--- config.mk ---
export PLATFORM = sky130hd
export DESIGN_NAME = onehot_monitor
export DESIGN_NICKNAME = d
export VERILOG_FILES = /design/src/rtl/onehot_mon_pkg.sv /design/src/rtl/onehot_chk.sv /design/src/rtl/onehot_monitor.sv
export SDC_FILE = /design/constraint.sdc
export NUM_CORES = 1
export LEC_CHECK = 0
export ABC_AREA = 0
export BUFFER_PORTS_ARGS = -buffer_cell sky130_fd_sc_hd__buf_2
export CAP_MARGIN = 5
export CORE_MARGIN = 3
export CORE_UTILIZATION = 54
export CTS_BUF_LIST = sky130_fd_sc_hd__clkbuf_4 sky130_fd_sc_hd__clkbuf_8
export DETAILED_ROUTE_END_ITERATION = 6
export PLACE_DENSITY_LB_ADDON = 0.15
export SLEW_MARGIN = 25
export SYNTH_ARGS = -nofsm -noshare
export SYNTH_HDL_FRONTEND = slang
export SYNTH_HIERARCHICAL = 1
export SYNTH_SLANG_ARGS = --single-unit
--- constraint.sdc ---
create_clock -name clk_i -period 2.1 [get_ports clk_i]
set_input_delay 0.105 -clock clk_i [delete_from_list [all_inputs] [get_ports clk_i]]
set_output_delay 0.105 -clock clk_i [all_outputs]
set_load 0.005 [all_outputs]
--- src/rtl/onehot_mon_pkg.sv ---
// Shared helpers for the one-hot health monitor: legality check, width helpers
// and the first-error capture record.
package onehot_mon_pkg;

  localparam int unsigned MAX_DW  = 64;
  localparam int unsigned MAX_CHW = 8;

  function automatic int unsigned ch_width(input int unsigned n);
    return (n > 1) ? int'($clog2(n)) : 1;
  endfunction

  function automatic int unsigned idx_width(input int unsigned dw);
    return int'($clog2(dw));
  endfunction

  typedef struct packed {
    logic [MAX_CHW-1:0] ch;
    logic [MAX_DW-1:0]  data;
  } cap_rec_t;

  // Callers zero-extend their DW-bit vector; extension does not change one-hotness.
  function automatic logic is_onehot(input logic [MAX_DW-1:0] v, input logic allow_zero);
    if (v == '0) return allow_zero;
    return (v & (v - MAX_DW'(1))) == '0;
  endfunction

endpackage

--- src/rtl/onehot_chk.sv ---
// Single-channel combinational one-hot legality check.
// With ONEHOT_MON_ENC_EN defined, also produces the binary index of the set bit.
module onehot_chk
  import onehot_mon_pkg::*;
#(
  parameter int unsigned DW         = 8,
  parameter bit          ALLOW_ZERO = 1'b0
) (
  input  logic [DW-1:0] vec,
  output logic          legal
`ifdef ONEHOT_MON_ENC_EN
  ,
  output logic [idx_width(DW)-1:0] idx
`endif
);

  always_comb begin
    legal = is_onehot(MAX_DW'(vec), ALLOW_ZERO);
  end

`ifdef ONEHOT_MON_ENC_EN
  localparam int unsigned IW = idx_width(DW);

  // OR of the positions of set bits; only meaningful (and only kept) when strictly one-hot.
  always_comb begin
    idx = '0;
    if (is_onehot(MAX_DW'(vec), 1'b0)) begin
      for (int unsigned i = 0; i < DW; i++) begin
        if (vec[i]) idx = idx | IW'(i);
      end
    end
  end
`endif

endmodule

--- src/rtl/onehot_monitor.sv ---
// Registered multi-channel one-hot monitor with sticky flags, saturating violation
// counter and first-error capture. Optional per-channel index output: ONEHOT_MON_ENC_EN.
module onehot_monitor
  import onehot_mon_pkg::*;
#(
  parameter  int unsigned DW         = 8,
  parameter  int unsigned NCH        = 4,
  parameter  bit          ALLOW_ZERO = 1'b0,
  parameter  int unsigned CNT_W      = 16,
  localparam int unsigned CHW        = ch_width(NCH)
) (
  input  logic              clk_i,
  input  logic              rst_ni,
  input  logic              valid_i,
  input  logic [NCH*DW-1:0] data_i,
  input  logic              clr_i,
  output logic              valid_o,
  output logic [NCH-1:0]    onehot_o,
  output logic [NCH-1:0]    err_o,
  output logic [NCH-1:0]    sticky_o,
  output logic [CNT_W-1:0]  viol_cnt_o,
  output logic              first_vld_o,
  output logic [CHW-1:0]    first_ch_o,
  output logic [DW-1:0]     first_data_o
`ifdef ONEHOT_MON_ENC_EN
  ,
  output logic [NCH*idx_width(DW)-1:0] idx_o
`endif
);

  localparam int unsigned SW    = $clog2(NCH + 1);
  localparam int unsigned SUM_W = CNT_W + SW;

  logic [NCH-1:0]   legal;
  logic [NCH-1:0]   viol;
  logic [SW-1:0]    nviol;
  logic [SUM_W-1:0] sum;
  logic [CNT_W-1:0] cnt_next;
  logic             cand_hit;
  cap_rec_t         cand;
  cap_rec_t         cap_q;
  logic             cap_unused;

`ifdef ONEHOT_MON_ENC_EN
  localparam int unsigned IW = idx_width(DW);
  logic [NCH*IW-1:0] idx_w;
`endif

  for (genvar c = 0; c < NCH; c++) begin : g_chk
    onehot_chk #(
      .DW         (DW),
      .ALLOW_ZERO (ALLOW_ZERO)
    ) u_chk (
      .vec   (data_i[c*DW +: DW]),
      .legal (legal[c])
`ifdef ONEHOT_MON_ENC_EN
      ,
      .idx   (idx_w[c*IW +: IW])
`endif
    );
  end

  // Lowest violating channel wins the capture candidate.
  always_comb begin
    viol     = valid_i ? ~legal : '0;
    nviol    = '0;
    cand     = '0;
    cand_hit = 1'b0;
    for (int unsigned c = 0; c < NCH; c++) begin
      if (viol[c]) begin
        nviol = nviol + SW'(1);
        if (!cand_hit) begin
          cand_hit  = 1'b1;
          cand.ch   = MAX_CHW'(c);
          cand.data = MAX_DW'(data_i[c*DW +: DW]);
        end
      end
    end
    sum      = SUM_W'(viol_cnt_o) + SUM_W'(nviol);
    cnt_next = (sum > SUM_W'({CNT_W{1'b1}})) ? '1 : sum[CNT_W-1:0];
  end

  always_ff @(posedge clk_i or negedge rst_ni) begin
    if (!rst_ni) begin
      valid_o     <= 1'b0;
      onehot_o    <= '0;
      err_o       <= '0;
      sticky_o    <= '0;
      viol_cnt_o  <= '0;
      first_vld_o <= 1'b0;
      cap_q       <= '0;
`ifdef ONEHOT_MON_ENC_EN
      idx_o       <= '0;
`endif
    end else begin
      valid_o  <= valid_i;
      onehot_o <= valid_i ? legal : '0;
      err_o    <= viol;
`ifdef ONEHOT_MON_ENC_EN
      idx_o    <= valid_i ? idx_w : '0;
`endif
      if (clr_i) begin
        sticky_o    <= '0;
        viol_cnt_o  <= '0;
        first_vld_o <= 1'b0;
        cap_q       <= '0;
      end else begin
        sticky_o   <= sticky_o | viol;
        viol_cnt_o <= cnt_next;
        if (!first_vld_o && cand_hit) begin
          first_vld_o <= 1'b1;
          cap_q       <= cand;
        end
      end
    end
  end

  always_comb begin
    first_ch_o   = cap_q.ch[CHW-1:0];
    first_data_o = cap_q.data[DW-1:0];
    cap_unused   = ^cap_q;
  end

endmodule

### After elaboration in Yosys (flattened, before gate mapping)

Cells that the tools add are included.

| word-level totals | value |
|---|---|
| bits in registers | 40 |
| output and inout port bits | 40 |
| word-level logic and storage cells | 70 |

| operators by class | value |
|---|---|
| add/sub/neg operators | 8 |
| order comparisons | 1 |
| mux-type cells | 36 |
| bitwise operators | 6 |
| reductions and logical operators | 11 |

Operator list:

| cell | count |
|---|---|
| 66-bit 2-to-1 mux | 7 |
| 8-bit by 64-bit bitwise AND with 64-bit output | 4 |
| 64-bit zero test | 4 |
| 65-bit 2-to-1 mux | 1 |
| 8-bit by 1-bit subtractor with 9-bit output (second input constant) | 4 |
| 8-bit zero test | 4 |
| 16-bit 2-to-1 mux | 2 |
| 1-bit 2-to-1 mux | 19 |
| 16-bit by 3-bit adder with 17-bit output | 1 |
| 17-bit by 16-bit greater-than comparator with 1-bit output (second input constant) | 1 |
| 4-bit 2-to-1 mux | 3 |
| 3-bit by 1-bit adder with 3-bit output (second input constant) | 3 |
| 3-bit 2-to-1 mux | 3 |
| 8-bit 2-to-1 mux | 1 |
| 4-bit NOT | 1 |
| 4-bit bitwise OR | 1 |
| 2-bit nonzero test | 1 |
| 1-bit logical AND | 1 |
| 1-bit zero test | 1 |

### Logic depth before layout (Yosys ltp)

| depth | value |
|---|---|
| depth after elaboration | 17 |
| depth in mapped cells | 17 |
| mapped depth without buffers | 16 |

### By module

Netlist, hierarchy kept.

Modules (own cells, without submodules):

| module | instances | cells each | area an instance (um2) |
|---|---|---|---|
| onehot_monitor | 1 | 208 | 2088.3 |
| onehot_chk | 4 | 14 | 121.4 |

### Worst setup path after synthesis

Ideal clock, no wire load.

| path | value |
|---|---|
| path kind | in2reg |
| start point | input data_i[0] |
| end point | register viol_cnt_o[13] |
| library setup time | 82 ps |
| arrival | 3757 ps |
| required time | 2018 ps |
| setup slack | -1739 ps |
| stages on the path | 16 |
| cell sequence | or4_4 > and4bb_1 > nor3_1 > o21ai_2 > clkbuf_1 > nor2b_1 > inv_1 > ha_1 > xor2_1 > ha_1 > mux2_2 > ha_1 > a211oi_1 > or3_4 > or3_1 > a31oi_1 |

| on the way | value |
|---|---|
| cells in the longest elaborated chain, start to end | 17 |
| elaborated cells between the ends (all ways) | 19 |

Ends and longest elaborated chain:

| item | RTL line | text |
|---|---|---|
| start, declared | onehot_monitor.sv:15 | `input logic [NCH*DW-1:0] data_i,` |
| 8-bit by 1-bit subtractor with 9-bit output | onehot_mon_pkg.sv:24 | `return (v & (v - MAX_DW'(1))) == '0;` |
| 8-bit by 64-bit bitwise AND with 64-bit output | onehot_mon_pkg.sv:24 |  |
| 64-bit zero test | onehot_mon_pkg.sv:24 |  |
| 1-bit 2-to-1 mux * | onehot_mon_pkg.sv:24 |  |
| net legal[0] | onehot_monitor.sv:34 | `logic [NCH-1:0] legal;` |
| 4-bit NOT * | onehot_monitor.sv:65 | `viol = valid_i ? ~legal : '0;` |
| 4-bit 2-to-1 mux * | onehot_monitor.sv:65 |  |
| net viol[0] | onehot_monitor.sv:35 | `logic [NCH-1:0] viol;` |
| [... 3 more ...] | - |  |
| 3-bit by 1-bit adder with 3-bit output | onehot_monitor.sv:71 | `nviol = nviol + SW'(1);` |
| 3-bit 2-to-1 mux * | onehot_monitor.sv:70 | `if (viol[c]) begin` |
| 3-bit by 1-bit adder with 3-bit output | onehot_monitor.sv:71 |  |
| 3-bit 2-to-1 mux * | onehot_monitor.sv:70 |  |
| 16-bit by 3-bit adder with 17-bit output * | onehot_monitor.sv:79 | `sum = SUM_W'(viol_cnt_o) + SUM_W'(nviol);` |
| 17-bit by 16-bit greater-than comparator with 1-bit output | onehot_monitor.sv:80 | `cnt_next = (sum > SUM_W'({CNT_W{1'b1}})) ? '1 : sum[CNT_W-1:0];` |
| 16-bit 2-to-1 mux * | onehot_monitor.sv:80 |  |
| 16-bit 2-to-1 mux * | onehot_monitor.sv:102 | `if (clr_i) begin` |
| end signal, assigned | onehot_monitor.sv:109 | `viol_cnt_o <= cnt_next;` |
| end, declared | onehot_monitor.sv:21 | `output logic [CNT_W-1:0] viol_cnt_o,` |

Mark *: on every way through the listed nets, which the timed path passes. The rest lies on a longest branch.
A chain may end at the register's enable or synchronous reset.

### Worst setup path after layout

| path | value |
|---|---|
| start point | input data_i[13] |
| end point | register viol_cnt_o[13] |

| on the way | value |
|---|---|
| cells in the longest elaborated chain, start to end | 15 |
| elaborated cells between the ends (all ways) | 17 |

Ends and longest elaborated chain:

| item | RTL line |
|---|---|
| 8-bit by 1-bit subtractor with 9-bit output | onehot_mon_pkg.sv:24 |
| 8-bit by 64-bit bitwise AND with 64-bit output | onehot_mon_pkg.sv:24 |
| 64-bit zero test | onehot_mon_pkg.sv:24 |
| 1-bit 2-to-1 mux * | onehot_mon_pkg.sv:24 |
| net legal[1] | onehot_monitor.sv:34 |
| 4-bit NOT * | onehot_monitor.sv:65 |
| 4-bit 2-to-1 mux * | onehot_monitor.sv:65 |
| net viol[1] | onehot_monitor.sv:35 |
| 3-bit 2-to-1 mux * | onehot_monitor.sv:70 |
| 3-bit by 1-bit adder with 3-bit output | onehot_monitor.sv:71 |
| 3-bit 2-to-1 mux * | onehot_monitor.sv:70 |
| 3-bit by 1-bit adder with 3-bit output | onehot_monitor.sv:71 |
| 3-bit 2-to-1 mux * | onehot_monitor.sv:70 |
| 16-bit by 3-bit adder with 17-bit output * | onehot_monitor.sv:79 |
| 17-bit by 16-bit greater-than comparator with 1-bit output | onehot_monitor.sv:80 |
| 16-bit 2-to-1 mux * | onehot_monitor.sv:80 |
| 16-bit 2-to-1 mux * | onehot_monitor.sv:102 |

Marked as above.

==> reports/qor.txt <==
GLOBAL ROUTE
---------------------------------------------------------------------------------
Global-route wire length before repair .............................     11800 µm
Vias in the first global route .....................................         2598
Antenna violations before repair ...................................            0
Largest net degree at the start of global routing ..................           41
Total global routing overflow ......................................            0
Overall global routing resource usage ..............................        27.4%

SETUP PATH
---------------------------------------------------------------------------------
Critical path launch point type ....................................   input port
Top fanout value on the critical path ..............................            4
Worst flop-to-flop path startpoint ................................. viol_cnt_o[0]
CP startpoint ......................................................   data_i[13]
Cell with the biggest individual delay on the critical path ........        or4_4
Kind of capture point of the worst setup path ......................         flop
Setup Crit Path Kind ...............................................    in -> reg
Cell type with the highest occurrence count on the critical path ...         ha_4
List of cells traversed by the critical path ....................... buf_6 -> or4_4 -> and4bb_1 -> nor3_2 -> o21ai_2 -> nor2b_2 -> inv_2 -> ha_4 -> xor2_4 -> ha_4 -> nand2_2 -> xor2_2 -> ha_4 -> o211ai_1 -> or3_4 -> or3_1 -> a31oi_1
Required time of the worst setup path ..............................      2320 ps
Longest individual stage delay on the worst path ...................       560 ps
Worst Path Arrival .................................................      3680 ps

DRT
---------------------------------------------------------------------------------
Number of DRC markers in iteration 0 ...............................          219
Detailed-route DRC error count .....................................            0
Count of vias placed by the detailed router ........................         2840
Routed wire length .................................................      8840 µm
Number of vias per cell ............................................         6.19
Number of detailed-routing iterations run before antenna repair ....            5
Drt wl/cell ........................................................      19.3 µm
Final ANT Viol Nets ................................................            0

SYNTH
---------------------------------------------------------------------------------
Biggest area consumer among synthesized cells ......................      dfrtp_1
Per-instance average area after synthesis ..........................     9.75 µm²
Instance count of the mapped netlist ...............................          264
Primary FF master, synth ...........................................      dfrtp_1
Fraction of registers with async set or reset after synthesis ......         100%
Yosys warning count ................................................            6
Largest cells by area after synthesis .............................. dfrtp_1, a21oi_1, nor2_1, a2111oi_4, and4bb_1
Seq/Total Area, Yosys ..............................................        38.9%
Synthesized cell area ..............................................     2570 µm²
EDFF count, synth ..................................................            0
Seq cells post-synth ...............................................           40
Post-Syn Nets ......................................................          306
Unique cell type count in the Yosys netlist ........................           53
Area share of the leading cell type in the synthesized netlist .....        38.9%

PWR
---------------------------------------------------------------------------------
Power density of the placed cells ..................................   632 nW/µm²
Max VDD drop .......................................................       394 µV
Standby leakage power ..............................................      1.91 nW

FLOORPLANNING
---------------------------------------------------------------------------------
Starting Density ...................................................        57.5%
I/O pin cnt ........................................................           76
Core area ..........................................................     4470 µm²
Die Area ...........................................................     5630 µm²
Cell row count .....................................................           24
Die Span X .........................................................      75.0 µm
Vertical die dimension .............................................      75.0 µm

CTS
---------------------------------------------------------------------------------
# H-tree levels ....................................................            2
Clock Path Buffers .................................................            2
Total CTS buffers ..................................................            5
CTS tree ...........................................................        built
Clk sink count .....................................................           40
Clock slew seen by the registers of the worst setup and hold paths .        90 ps
Worst-skew pair later-pin latency ..................................       300 ps
Clock root buffer ..................................................     clkbuf_8

FINISH
---------------------------------------------------------------------------------
Combined area of the multi-input logic cells .......................     1790 µm²
# diodes ...........................................................            0
Layout cell share with drive strength beyond 1 .....................        54.5%
Filler instances ...................................................          199
Final core area utilization ........................................        89.0%
Area added between synthesis and finish ............................        54.8%
# nets final .......................................................          449
Final design area excluding fillers ................................     3980 µm²
Register Area ......................................................     1000 µm²

STA
---------------------------------------------------------------------------------
Post-route fraction of the period consumed by the critical path ....         165%
Worst-case headroom to the max-slew limit ..........................        39.2%
Max-slew violation total from the final report .....................            0
Measured slew at the worst slew-check pin ..........................       913 ps
Final critical delay including setup and external delays ...........      3460 ps
Number of hold violations in the final report ......................            0
Final setup fails ..................................................           16
Fmax ...............................................................    0.289 GHz
Final Skew .........................................................      6.60 ps
Unrepaired setup endpoints after global routing ....................          yes
WHS ................................................................      41.0 ps
Least setup slack across all paths after layout ....................     -1360 ps
Setup TNS ..........................................................    -19950 ps

RUN
---------------------------------------------------------------------------------
Maximum capacitance violations .....................................            0

PLACEMENT
---------------------------------------------------------------------------------
Placed cell area ...................................................     3440 µm²
Dpl ws .............................................................     -1530 ps
Final estimated routing congestion in global placement .............        0.842
Number of buffers added on ports ...................................           75
HPWL Detailed ......................................................      5130 µm

WORST HOLD PATH
---------------------------------------------------------------------------------
Hold wc startpoint .................................................        clr_i
Min-Delay Path Class ...............................................    in -> reg

STATUS
---------------------------------------------------------------------------------
Run status ......................................................... finished with violations
Violated checks .................................................... setup timing

registers in the layout, indices dropped and copies added, names as in the netlist:
register,cells
first_ch_o,2
first_data_o,8
onehot_o,4
viol_cnt_o,16
err_o,4
sticky_o,4
valid_o,1
first_vld_o,1
synth_stat cells, types with 2 or more instances:
| cell type | instances |
|---|---|
| a21oi_1 | 25 |
| a2111oi_4 | 4 |
| a221o_1 | 8 |
| and2_1 | 5 |
| clkbuf_1 | 5 |
| a221oi_1 | 8 |
| xor2_1 | 5 |
| nand2_1 | 7 |
| nand3_1 | 7 |
| and4bb_1 | 8 |
| a211oi_1 | 11 |
| inv_1 | 12 |
| xnor2_1 | 6 |
| dfrtp_1 | 40 |
| nand2b_1 | 10 |
| ha_1 | 5 |
| o21ai_0 | 2 |
| nor4_1 | 2 |
| and3_1 | 2 |
| a31oi_1 | 2 |
| nor3_1 | 7 |
| nor2_1 | 31 |
| buf_1 | 2 |
| o21ai_2 | 4 |
| or4_4 | 4 |
| nor2b_1 | 15 |
area by class of cell:
class	count	share of cell area (%)
clock buffer	5	1.73
tap	52	1.63
multi-input combinational	203	44.9
inverter	12	1.13
clock inverter	2	1.51
timing repair buffer	145	24.0
sequential	40	25.1
per-stage QoR:
| stage | power (mW) | cells |
|---|---|---|
| floorplan | 1.23 | 264 |
| global placement | 1.52 | 434 |
| detailed placement | 1.55 | 434 |
| CTS | 2.38 | 452 |
| global route | 2.62 | 459 |
| finish | 2.52 | 459 |
critical path: cells and delay by family:
family | cells | cell delay, ps
AOI/OAI and AO/OA | 3 | 450
xor gates and xnor gates | 2 | 410
and+or+nand+nor | 7 | 1880
adders and majority gates | 3 | 680
buffers and inverters | 2 | 160
metal layers:
layer  routed length, µm  vias to the layer above  global-route usage [%]
li1                    -                     1270                       -
met1                3160                     1360                    30.3
met2                4750                      161                    50.0
met3                 531                       49                    6.14
met4                 397                        0                    11.7
met5                   0                        -                       0
report_power, final:
group / switching (mW) / internal (mW) / total [mW]
registers: 0.0574 / 0.823 / 0.881
clock network: 0.276 / 0.468 / 0.744
logic: 0.430 / 0.461 / 0.892
what timing repair did:
action,CTS,global route
pin swaps,12,24
hold endpoints to repair,40,0
resized for setup,27,30
endpoints found under the setup margin,23,23
hold buffers,1,0
setup buffers,8,8
cloned,2,0
cells in the final DEF, fill, tap and decap left out, drive strengths merged, types with 7 or more instances in the layout:
cell	n
and4bb	8
nor3	9
buf	144
nand2	9
inv	12
a221o	8
nand3	7
a21oi	26
a221oi	8
nor2	31
a211oi	11
nor2b	16
dfrtp	40
nand2b	10
cells by family (layout without fill, tap and decap cells):
kind of cell	Yosys count	after routing	synth area share, %
buf+inv	23	164	3.99
fa+ha+maj	6	6	3.21
xor+xnor	11	11	3.74
simple gates	108	110	25.5
flops	40	40	38.9
mux	2	2	0.826
compound gates	74	74	23.8
final timing paths:
check                             endpoint  slack, ps  cells past startpoint
setup / recovery            viol_cnt_o[13]      -1360                     17
hold / removal               first_ch_o[0]         40                      2
setup reg to reg            viol_cnt_o[15]        130                      6
hold reg to reg                sticky_o[3]        510                      2
max in group asynchronous  first_data_o[5]       1060                      2
min in group asynchronous         err_o[3]        470                      2
Note: power is estimated with default switching activity, not from simulation.
